$ cat src/rtl/step_monitor_pkg.sv
// Shared widths, FSM encoding and fault codes for the step monitor.
// Every file of the monitor imports from here.
package step_monitor_pkg;

  localparam int unsigned XY_LIMIT_DEF  = 11;
  localparam int unsigned Z_LIMIT_DEF   = 9;
  localparam int unsigned IVL_LIMIT_DEF = 26;
  localparam int unsigned WD_LIMIT_DEF  = 28;

  typedef enum logic [1:0] {
    ST_IDLE  = 2'd0,
    ST_TRACK = 2'd1,
    ST_DONE  = 2'd2,
    ST_FAULT = 2'd3
  } state_e;

  typedef enum logic [1:0] {
    FC_NONE      = 2'd0,
    FC_OVERRUN   = 2'd1,
    FC_OVERSPEED = 2'd2,
    FC_TIMEOUT   = 2'd3
  } fault_code_e;

endpackage

$ cat src/rtl/step_monitor_if.sv
// Step lines, move request and status bundle between a motion controller and the monitor.
interface step_monitor_if #(
  parameter int unsigned xy_limit  = step_monitor_pkg::XY_LIMIT_DEF,
  parameter int unsigned z_limit   = step_monitor_pkg::Z_LIMIT_DEF,
  parameter int unsigned ivl_limit = step_monitor_pkg::IVL_LIMIT_DEF
);
  logic                 stepx, stepy, stepz;
  logic                 start, clr;
  logic [xy_limit-1:0]  disx, disy;
  logic [z_limit-1:0]   disz;
  logic [ivl_limit-1:0] minx, miny, minz;
  logic [xy_limit+3:0]  cntx, cnty;
  logic [z_limit+3:0]   cntz;
  logic                 busy, done, fault;
  logic [1:0]           fault_code;
  logic [2:0]           fault_axis;

  modport master (
    output stepx, stepy, stepz, start, clr, disx, disy, disz, minx, miny, minz,
    input  cntx, cnty, cntz, busy, done, fault, fault_code, fault_axis
  );

  modport slave (
    input  stepx, stepy, stepz, start, clr, disx, disy, disz, minx, miny, minz,
    output cntx, cnty, cntz, busy, done, fault, fault_code, fault_axis
  );
endinterface

$ cat src/rtl/step_monitor_axis.sv
// step_axis_mon: one axis of the monitor -- toggle edge detect, step count against
// target, and minimum edge-to-edge interval check.
module step_axis_mon #(
  parameter int unsigned cnt_w = step_monitor_pkg::XY_LIMIT_DEF + 4,
  parameter int unsigned ivl_w = step_monitor_pkg::IVL_LIMIT_DEF
) (
  input  logic             clk,
  input  logic             rst,
  input  logic             step_i,
  input  logic             load_i,
  input  logic             upd_i,
  input  logic [cnt_w-1:0] tgt_i,
  input  logic [ivl_w-1:0] min_i,
  output logic             edge_o,
  output logic             complete_o,
  output logic             overrun_o,
  output logic             overspeed_o,
  output logic [cnt_w-1:0] cnt_o
);

  logic             step_q;
  logic             seen_q, seen_d;
  logic [cnt_w-1:0] cnt_q, cnt_d, tgt_q, tgt_d;
  logic [ivl_w-1:0] ivl_q, ivl_d, min_q, min_d;

  assign edge_o      = step_i ^ step_q;
  assign complete_o  = (cnt_q == tgt_q);
  assign overrun_o   = edge_o && complete_o;
  assign overspeed_o = edge_o && seen_q && (ivl_q < min_q);
  assign cnt_o       = cnt_q;

  always_comb begin
    // NOTE: every _d gets its hold value first, so no branch can leave it unassigned and infer a latch.
    cnt_d  = cnt_q;
    ivl_d  = ivl_q;
    seen_d = seen_q;
    tgt_d  = tgt_q;
    min_d  = min_q;
    if (load_i) begin
      tgt_d  = tgt_i;
      min_d  = min_i;
      cnt_d  = '0;
      ivl_d  = '0;
      seen_d = 1'b0;
    end else if (upd_i) begin
      if (edge_o) begin
        if (!complete_o) cnt_d = cnt_q + cnt_w'(1);
        ivl_d  = ivl_w'(1);
        seen_d = 1'b1;
      end else if (ivl_q != '1) begin
        ivl_d = ivl_q + ivl_w'(1);
      end
    end
  end

  always_ff @(posedge clk) begin
    // NOTE: non-blocking so every register samples values from before this edge.
    if (rst) begin
      step_q <= 1'b0;
      seen_q <= 1'b0;
      cnt_q  <= '0;
      tgt_q  <= '0;
      ivl_q  <= '0;
      min_q  <= '0;
    end else begin
      step_q <= step_i;
      seen_q <= seen_d;
      cnt_q  <= cnt_d;
      tgt_q  <= tgt_d;
      ivl_q  <= ivl_d;
      min_q  <= min_d;
    end
  end

endmodule

$ cat src/rtl/step_monitor.sv
// Checks a commanded X/Y/Z move against toggle-encoded step lines: distance,
// minimum step spacing and a stall watchdog, reporting done or a coded fault.
module step_monitor import step_monitor_pkg::*; #(
  parameter int unsigned xy_limit  = XY_LIMIT_DEF,
  parameter int unsigned z_limit   = Z_LIMIT_DEF,
  parameter int unsigned ivl_limit = IVL_LIMIT_DEF,
  parameter int unsigned wd_limit  = WD_LIMIT_DEF
) (
  input logic          clk,
  input logic          rst,
  step_monitor_if.slave bus
);

  localparam int unsigned XY_CW = xy_limit + 4;
  localparam int unsigned Z_CW  = z_limit + 4;

  state_e              state_q, state_d;
  fault_code_e         fault_code_q, fault_code_d;
  logic [2:0]          fault_axis_q, fault_axis_d;
  logic [wd_limit-1:0] wd_q, wd_d;

  logic       in_track, load, upd, timeout, any_fault;
  logic [2:0] edge_v, complete_v, ovr_raw, osp_raw, overrun_v, overspeed_v, incomplete_v;

  assign in_track     = (state_q == ST_TRACK);
  assign load         = (state_q == ST_IDLE) && bus.start;
  assign overrun_v    = ovr_raw & {3{in_track}};
  assign overspeed_v  = osp_raw & {3{in_track}};
  assign incomplete_v = ~complete_v;
  assign timeout      = in_track && (&wd_q) && (|incomplete_v);
  assign any_fault    = (|overrun_v) || (|overspeed_v) || timeout;
  // A faulting cycle freezes counts and intervals as they were before it.
  assign upd          = in_track && !any_fault;

  step_axis_mon #(.cnt_w(XY_CW), .ivl_w(ivl_limit)) u_axis_x (
    .clk, .rst, .step_i(bus.stepx), .load_i(load), .upd_i(upd),
    .tgt_i({bus.disx, 4'b0000}), .min_i(bus.minx),
    .edge_o(edge_v[2]), .complete_o(complete_v[2]), .overrun_o(ovr_raw[2]),
    .overspeed_o(osp_raw[2]), .cnt_o(bus.cntx)
  );

  step_axis_mon #(.cnt_w(XY_CW), .ivl_w(ivl_limit)) u_axis_y (
    .clk, .rst, .step_i(bus.stepy), .load_i(load), .upd_i(upd),
    .tgt_i({bus.disy, 4'b0000}), .min_i(bus.miny),
    .edge_o(edge_v[1]), .complete_o(complete_v[1]), .overrun_o(ovr_raw[1]),
    .overspeed_o(osp_raw[1]), .cnt_o(bus.cnty)
  );

  step_axis_mon #(.cnt_w(Z_CW), .ivl_w(ivl_limit)) u_axis_z (
    .clk, .rst, .step_i(bus.stepz), .load_i(load), .upd_i(upd),
    .tgt_i({bus.disz, 4'b0000}), .min_i(bus.minz),
    .edge_o(edge_v[0]), .complete_o(complete_v[0]), .overrun_o(ovr_raw[0]),
    .overspeed_o(osp_raw[0]), .cnt_o(bus.cntz)
  );

  always_ff @(posedge clk) begin
    if (rst) state_q <= ST_IDLE;
    else     state_q <= state_d;
  end

  always_comb begin
    state_d = state_q;
    case (state_q)
      ST_IDLE:  if (bus.start) state_d = ST_TRACK;
      ST_TRACK: begin
        if (any_fault)        state_d = ST_FAULT;
        else if (&complete_v) state_d = ST_DONE;
      end
      ST_DONE:  state_d = ST_IDLE;
      ST_FAULT: if (bus.clr) state_d = ST_IDLE;
      default:  state_d = ST_IDLE;
    endcase
  end

  always_comb begin
    bus.busy       = (state_q == ST_TRACK);
    bus.done       = (state_q == ST_DONE);
    bus.fault      = (state_q == ST_FAULT);
    bus.fault_code = fault_code_q;
    bus.fault_axis = fault_axis_q;
  end

  // Fault report: overrun beats overspeed beats timeout; only the winning type's axes are flagged.
  always_comb begin
    fault_code_d = fault_code_q;
    fault_axis_d = fault_axis_q;
    if (in_track) begin
      if (|overrun_v) begin
        fault_code_d = FC_OVERRUN;
        fault_axis_d = overrun_v;
      end else if (|overspeed_v) begin
        fault_code_d = FC_OVERSPEED;
        fault_axis_d = overspeed_v;
      end else if (timeout) begin
        fault_code_d = FC_TIMEOUT;
        fault_axis_d = incomplete_v;
      end
    end else if ((state_q == ST_FAULT) && bus.clr) begin
      fault_code_d = FC_NONE;
      fault_axis_d = 3'b000;
    end
  end

  always_comb begin
    wd_d = wd_q;
    if (load) begin
      wd_d = '0;
    end else if (in_track) begin
      if (|edge_v)      wd_d = '0;
      else if (!(&wd_q)) wd_d = wd_q + wd_limit'(1);
    end
  end

  always_ff @(posedge clk) begin
    if (rst) begin
      fault_code_q <= FC_NONE;
      fault_axis_q <= 3'b000;
      wd_q         <= '0;
    end else begin
      fault_code_q <= fault_code_d;
      fault_axis_q <= fault_axis_d;
      wd_q         <= wd_d;
    end
  end

endmodule
$ cat src/flat_wrapper.sv
// flat-port wrapper written by rule: the top's interface ports become plain ports
module step_monitor_flat import step_monitor_pkg::*;
#(
  parameter int unsigned xy_limit  = XY_LIMIT_DEF,
  parameter int unsigned z_limit   = Z_LIMIT_DEF,
  parameter int unsigned ivl_limit = IVL_LIMIT_DEF,
  parameter int unsigned wd_limit  = WD_LIMIT_DEF
)
  (clk, rst, bus_stepx, bus_stepy, bus_stepz, bus_start, bus_clr, bus_disx, bus_disy, bus_disz, bus_minx, bus_miny, bus_minz, bus_cntx, bus_cnty, bus_cntz, bus_busy, bus_done, bus_fault, bus_fault_code, bus_fault_axis);
  step_monitor_if #(.xy_limit(xy_limit), .z_limit(z_limit), .ivl_limit(ivl_limit)) bus_i ();
  input logic clk;
  input logic rst;
  input wire logic [$bits(bus_i.stepx)-1:0] bus_stepx;
  input wire logic [$bits(bus_i.stepy)-1:0] bus_stepy;
  input wire logic [$bits(bus_i.stepz)-1:0] bus_stepz;
  input wire logic [$bits(bus_i.start)-1:0] bus_start;
  input wire logic [$bits(bus_i.clr)-1:0] bus_clr;
  input wire logic [$bits(bus_i.disx)-1:0] bus_disx;
  input wire logic [$bits(bus_i.disy)-1:0] bus_disy;
  input wire logic [$bits(bus_i.disz)-1:0] bus_disz;
  input wire logic [$bits(bus_i.minx)-1:0] bus_minx;
  input wire logic [$bits(bus_i.miny)-1:0] bus_miny;
  input wire logic [$bits(bus_i.minz)-1:0] bus_minz;
  output wire logic [$bits(bus_i.cntx)-1:0] bus_cntx;
  output wire logic [$bits(bus_i.cnty)-1:0] bus_cnty;
  output wire logic [$bits(bus_i.cntz)-1:0] bus_cntz;
  output wire logic [$bits(bus_i.busy)-1:0] bus_busy;
  output wire logic [$bits(bus_i.done)-1:0] bus_done;
  output wire logic [$bits(bus_i.fault)-1:0] bus_fault;
  output wire logic [$bits(bus_i.fault_code)-1:0] bus_fault_code;
  output wire logic [$bits(bus_i.fault_axis)-1:0] bus_fault_axis;
  assign bus_i.stepx = bus_stepx;
  assign bus_i.stepy = bus_stepy;
  assign bus_i.stepz = bus_stepz;
  assign bus_i.start = bus_start;
  assign bus_i.clr = bus_clr;
  assign bus_i.disx = bus_disx;
  assign bus_i.disy = bus_disy;
  assign bus_i.disz = bus_disz;
  assign bus_i.minx = bus_minx;
  assign bus_i.miny = bus_miny;
  assign bus_i.minz = bus_minz;
  assign bus_cntx = bus_i.cntx;
  assign bus_cnty = bus_i.cnty;
  assign bus_cntz = bus_i.cntz;
  assign bus_busy = bus_i.busy;
  assign bus_done = bus_i.done;
  assign bus_fault = bus_i.fault;
  assign bus_fault_code = bus_i.fault_code;
  assign bus_fault_axis = bus_i.fault_axis;
  step_monitor #(.xy_limit(xy_limit), .z_limit(z_limit), .ivl_limit(ivl_limit), .wd_limit(wd_limit)) u_core (.clk(clk), .rst(rst), .bus(bus_i));
endmodule
$ cat config.mk
export PLATFORM = sky130hd
export DESIGN_NAME = step_monitor_flat
export DESIGN_NICKNAME = d
export VERILOG_FILES = /design/src/rtl/step_monitor_pkg.sv /design/src/rtl/step_monitor_if.sv /design/src/rtl/step_monitor_axis.sv /design/src/rtl/step_monitor.sv /design/src/flat_wrapper.sv
export SDC_FILE = /design/constraint.sdc
export NUM_CORES = 1
export LEC_CHECK = 0
export BUFFER_PORTS_ARGS = -buffer_cell sky130_fd_sc_hd__buf_2
export CAP_MARGIN = 5
export CORE_MARGIN = 5
export CORE_UTILIZATION = 52
export CTS_BUF_LIST = sky130_fd_sc_hd__clkbuf_8
export CTS_CLUSTER_SIZE = 25
export DETAILED_ROUTE_END_ITERATION = 10
export HOLD_SLACK_MARGIN = 0.12
export PLACE_DENSITY = 0.79
export SLEW_MARGIN = 15
export SYNTH_ARGS = -nofsm -noshare
export SYNTH_HDL_FRONTEND = slang
export SYNTH_SLANG_ARGS = --single-unit
$ cat constraint.sdc
create_clock -name clk -period 5.05 [get_ports clk]
set_clock_uncertainty 0.1 [all_clocks]
set_input_delay 1.01 -clock clk [delete_from_list [all_inputs] [get_ports clk]]
set_output_delay 1.01 -clock clk [all_outputs]
set_load 0.03 [all_outputs]
# --- Yosys cells after proc, flatten, opt, wreduce, memory -nomap -nowiden ---
# Cells that the tools add are included.
totals:
  reg_bits: 271
  latch_bits: 0
  ramBits: 0
  mem_bits_ro: 0
  inputBits: 116
  output_inout_bits: 51
  wordCells: 119
  memories: 0
classes:
  addsub: 7
  n_mul: 0
  div_mod_pow: 0
  order_cmp: 3
  eq_ne: 14
  shift: 0
  mux: 23
  n_bitwise: 9
  reduce_logical: 41
ops:
  columns: ["cell", "n"]
  rows:
  - ["26-bit two-way mux", 6]
  - ["26-bit by 1-bit adder with 26-bit output (second input constant)", 3]
  - ["26-bit < comparator", 3]
  - ["26-bit != test (second input constant)", 3]
  - ["28-bit two-way mux", 2]
  - ["15-bit by 1-bit adder with 15-bit output (second input constant)", 2]
  - ["15-bit == test", 2]
  - ["28-bit by 1-bit adder with 28-bit output (second input constant)", 1]
  - ["28-bit AND reduction", 1]
  - ["2-bit two-way mux", 9]
  - ["2-bit AND reduction", 8]
  - ["3-bit two-way mux", 5]
  - ["3-bit AND reduction", 5]
  - ["1-bit logical AND", 14]
  - ["13-bit by 1-bit adder with 13-bit output (second input constant)", 1]
  - ["13-bit == test", 1]
  - ["3-bit OR reduction", 4]
  - ["2-bit one-hot mux with 4 select lines", 1]
  - ["2-bit nonzero test", 4]
  - ["3-bit AND", 2]
  - ["2-bit == test (second input constant)", 2]
  - ["2-bit != test (second input constant)", 2]
  - ["4-bit != test (second input constant)", 1]
  - ["3-bit != test (second input constant)", 1]
  - ["9 further kinds", 14]

# --- Logic depth before layout (Yosys ltp) ---
logic_depth:
  ltp_word: 10
  mapped_depth: 14
  depth_no_buf: 11

# --- Modules after synthesis ---
# From an unflattened synthesis, not the netlist that was laid out.
hier_totals:
  hier_cells: 1793
  area_unflattened_um2: 15333.5
modules_own_cells:
  columns: ["module", "instances", "cells_per_inst", "area_each_um2", "seq_area_each_um2"]
  rows:
  - ["step_axis_mon at u_core.u_axis_x", 1, 530, 4574.4, 1681.6]
  - ["step_axis_mon at u_core.u_axis_y", 1, 524, 4539.4, 1681.6]
  - ["step_axis_mon at u_core.u_axis_z", 1, 502, 4300.4, 1601.5]
  - ["step_monitor", 1, 237, 1919.3, 700.7]

# --- Worst setup path after synthesis ---
# No wires, ideal clock.
synth_timing:
  path_kind: "register -> register"
  start: "register u_core.u_axis_y.cnt_q[0], in the netlist u_core.u_axis_y.cnt_o[0]"
  end: "register u_core.u_axis_z.ivl_q[10]"
  setup_ps: 117
  arrival_time_ps: 3028
  t_required_ps: 4833
  slack_ps: 1804
  stages_incl_launch_ff: 13
  path_buffers: 2
  period_less_slack_ps: 3246
  path_cell_list: "dfxtp_1 inv_1 ha_1 or3b_1 nor4_1 nand3_1 or3_4 a2111oi_2 buf_4 nand2_2 o21ai_1 buf_2 nor2_1"
synth_between:
  elab_chain_cells: 9
  elab_cells_between_ends: 12
  cone_classes: "1 x eq/ne; 2 x bitwise; 9 x reduce/logical"
synth_lines:
  columns: ["element", "line", "source"]
  rows:
  - ["start: declaration", "step_monitor_axis.sv:23", "logic [cnt_w-1:0] cnt_q, cnt_d, tgt_q, tgt_d;"]
  - ["start signal: assignment", "step_monitor_axis.sv:68", "cnt_q <= cnt_d;"]
  - ["15-bit == test (*)", "step_monitor_axis.sv:27", "assign complete_o = (cnt_q == tgt_q);"]
  - ["1-bit logical AND", "step_monitor_axis.sv:28", "assign overrun_o = edge_o && complete_o;"]
  - ["3-bit AND", "step_monitor.sv:27", "assign overrun_v = ovr_raw & {3{in_track}};"]
  - ["3-bit OR reduction", "step_monitor.sv:31", "assign any_fault = (|overrun_v) || (|overspeed_v) || timeout;"]
  - ["1-bit logical OR", "step_monitor.sv:31", null]
  - ["1-bit logical OR (*)", "step_monitor.sv:31", null]
  - ["1-bit logical NOT (*)", "step_monitor.sv:33", "assign upd = in_track && !any_fault;"]
  - ["1-bit logical AND (*)", "step_monitor.sv:33", null]
  - ["2-bit AND reduction (no line) (*)", null, null]
  - ["end signal: assignment", "step_monitor_axis.sv:70", "ivl_q <= ivl_d;"]
  - ["end: declaration", "step_monitor_axis.sv:24", "logic [ivl_w-1:0] ivl_q, ivl_d, min_q, min_d;"]
# Mark *: on every way between the ends. The rest lies on a longest branch, timed or not.
# A chain may end at the register's enable or synchronous reset.

# --- Worst setup path in the final report ---
layout_timing:
  start: "register u_core.u_axis_z.min_q[24]"
  end: "register u_core.u_axis_y.ivl_q[14]"
layout_between:
  elab_chain_cells: 9
layout_lines:
  columns: ["element", "line", "source"]
  rows:
  - ["start: declaration", "step_monitor_axis.sv:24", null]
  - ["start signal: assignment", "step_monitor_axis.sv:71", "min_q <= min_d;"]
  - ["26-bit < comparator", "step_monitor_axis.sv:29", "assign overspeed_o = edge_o && seen_q && (ivl_q < min_q);"]
  - ["1-bit logical AND", "step_monitor_axis.sv:29", null]
  - ["3-bit AND", "step_monitor.sv:28", "assign overspeed_v = osp_raw & {3{in_track}};"]
  - ["3-bit OR reduction", "step_monitor.sv:31", null]
  - ["1-bit logical OR (2 in a row)", "step_monitor.sv:31", null]
  - ["1-bit logical NOT", "step_monitor.sv:33", null]
  - ["1-bit logical AND", "step_monitor.sv:33", null]
  - ["2-bit AND reduction (no line)", null, null]
  - ["end signal: assignment", "step_monitor_axis.sv:70", null]
  - ["end: declaration", "step_monitor_axis.sv:24", null]
# No other way between the ends.

==> flow_summary.ini <==
[run_status]
status = complete, no violations

[timing]
period_needed_ns = 4.10
tightest_slew_ns = 1.11
hold_ws_ns = 0.353
hold_viol_final = 0
slew_headroom_pct = 25.7
rsz0062_at_grt = false
drv_slew = 0
max_freq_mhz = 244
setup_violations = 0
fin_tns_setup_ns = 0
period_share_pct = 81.2

[layout]
multi_input_area_um2 = 7810
final_cell_mix = nand2_1, dfxtp_1, a21oi_1
fillers = 2287
drive_above_1_share_pct = 13.5
nets = 2143
final_util_pct = 61.0
mostFrequentLayoutCell = nand2_1
regArea_um2 = 5430
syn_to_final_growth_pct = 14.7

[clock_tree]
cts_tree = yes
root_buffer = clkbuf_8
numCtsBuffers = 47
ctsHoldBuffers = 0
cts_sinks = 271
post_cts_buffers = 0
ctsResizeCount = 0
clk_transition_reported_paths_ns = 0.06
ctsHtreeMaxLevel = 2
cts_max_path_buffers = 3
insertion_delay_ns = 0.59

[yosys]
ys_ff_latch = 271
ys.flop_type = dfxtp_1
synth_nets = 1994
async_flop_share_pct = 0
syn_area_per_cell_um2 = 7.76
synthCells = 1793
synth_edf_count = 0
synth_area_um2 = 13900
ys_seq_area_share_pct = 39.0
synth_warnings = 0
ys_types = 59

[global_routing]
grt_pass1_vias = 12634
grt_max_degree = 111
grt_pass1_wl_mm = 61.0
grt_antenna_before_repair = 1
grt_usage_pct = 23.7
overflow = 0

[place]
dp_hpwl_mm = 26.4
io_buffers = 166
gp_congestion = 0.907

[floorplan]
die-area_um2 = 30100
io_pins = 167
core_area_um2 = 26200
row_count = 59
start_util_pct = 53.1
fp.dieW_um = 174
die_y_um = 174

[hold_path]
hold_class = flop to flop

[setup_path]
path_class = flop to flop
critPathRequiredTime_ns = 5.36
critPathCaptureType = flop
critPathMaxFanout = 24
critPathArrivalTime_ns = 4.41
startpoint_type = flop

[detailed_routing]
top_layer = met4
via_count = 13157
wl_met3_mm = 2.91
wl_met2_mm = 16.9
ant_nets = 0
avgRoutedWirePerCell_um = 16.0
met1_length_mm = 16.2
drt_iter0_markers = 1091
drc = 0
drtPass1Iterations = 6
viasPerCell = 5.69
drt-total-wl_mm = 37.0

[job]
drv_cap = 0

[pwr]
power_leakage_nw = 6.38
powerDensity_nw_per_um2 = 315
ir_worst_vdd_v = 0.000202
worst max-delay path: stages, from the launching register on:
cell and delay (ns):
dfxtp_1 0.32, inv_1 0.04, ha_1 0.30, nand4_1 0.14, or4_1 0.57, o311ai_1 0.79
and3_1 0.51, buf_4 0.25, nand2_1 0.12, nand2_1 0.63, nor2_1 0.12
through the flow:
stage | setup slack [ns] | std cells | power [mW] | area, um^2
global placement | 1.14 | 2228 | 3.01 | 15000
finish | 0.949 | 2311 | 5.03 | 16000
global route | 0.707 | 2311 | 5.24 | 16000
floorplan | 1.80 | 1793 | 2.79 | 13900
CTS | 1.04 | 2310 | 5.05 | 16000
detailed placement | 1.01 | 2228 | 3.02 | 15000
cell families after synthesis:
logic type / after synthesis / share of synthesized area [%]
AND/OR/NAND/NOR: 839 / 28.6
flip-flops: 271 / 39.0
AO/OA/AOI/OAI: 267 / 10.6
buffers and inverters: 188 / 5.17
XOR/XNOR: 141 / 8.87
adder cells (fa/ha/maj): 85 / 7.64
multiplexers: 2 / 0.144
flip-flops by register name, indices dropped and copies added (netlist names), 2 cells and up:
name and count:
u_core.wd_q 28, u_core.u_axis_x.ivl_q 26, u_core.u_axis_x.min_q 26, u_core.u_axis_y.ivl_q 26
u_core.u_axis_y.min_q 26, u_core.u_axis_z.ivl_q 26, u_core.u_axis_z.min_q 26, u_core.u_axis_x.cnt_o 15
u_core.u_axis_y.cnt_o 15, u_core.u_axis_z.cnt_o 13, u_core.u_axis_x.tgt_q 11, u_core.u_axis_y.tgt_q 11
u_core.u_axis_z.tgt_q 9, u_core.bus.fault_axis 3, u_core.bus.fault_code 2, u_core.state_q 2
worst paths after layout:
kind	slack, ns	startpoint	cells after the start	end
worst max-delay path	0.95	u_core.u_axis_z.min_q[24]$_SDFFE_PP0P_	10	u_core.u_axis_y.ivl_q[14]$_SDFFE_PP0P_
worst min-delay path	0.35	u_core.u_axis_x.min_q[4]$_SDFFE_PP0P_	2	u_core.u_axis_x.min_q[4]$_SDFFE_PP0P_
worst max register to register	0.95	u_core.u_axis_z.min_q[24]$_SDFFE_PP0P_	10	u_core.u_axis_y.ivl_q[14]$_SDFFE_PP0P_
worst min register to register	0.35	u_core.u_axis_x.min_q[4]$_SDFFE_PP0P_	2	u_core.u_axis_x.min_q[4]$_SDFFE_PP0P_
per-layer routing:
metal,GRT usage (%),vias to the layer above
met2,38.8,518
li1,-,6461
met5,0,-
met1,31.4,6085
met3,4.86,93
met4,7.82,0
power breakdown:
group          internal (mW)  leakage [nW]  switching, mW  total (mW)
Clock                   1.13         0.554          0.913        2.04
Combinational          0.226          3.63          0.474       0.700
Sequential              2.23          2.20         0.0632        2.29
Total                   3.58          6.38           1.45        5.03
area by class of cell:
class | count | share of cell area (%)
Antenna cell | 1 | 0.0157
Clock buffer | 57 | 4.91
Clock inverter | 25 | 1.06
Inverter | 103 | 2.42
Multi-Input combinational cell | 1334 | 48.9
Sequential cell | 271 | 34.0
Tap cell | 335 | 2.62
Timing Repair Buffer | 185 | 6.11
synth_stat cells (3+ instances only):
library cell	instances	share of area, %
and3_1	30	1.3
and2_1	8	0.36
o31ai_1	5	0.27
nor2_1	168	4.5
ha_1	85	7.6
nor3_1	74	2.7
buf_1	5	0.13
a21oi_1	178	6.4
o21ai_1	3	0.11
nand2b_1	9	0.40
and4_1	12	0.75
or4_1	12	0.65
dfxtp_1	271	39
nor4b_1	4	0.25
a2111oi_0	3	0.19
a211oi_1	3	0.16
a41o_1	3	0.22
a31o_2	3	0.19
nor4_1	33	1.5
o21ai_0	41	1.5
a311oi_1	3	0.19
inv_1	102	2.8
nand2_1	301	8.1
or3b_1	3	0.19
a31oi_1	3	0.13
xor2_1	64	4.0
buf_2	7	0.25
or3_1	29	1.3
nor2b_1	6	0.27
nand4_1	69	3.1
nand3_1	71	2.6
xnor2_1	77	4.8
a21o_1	7	0.38
clkbuf_1	71	1.9
Power figures use the tool's default switching activity.
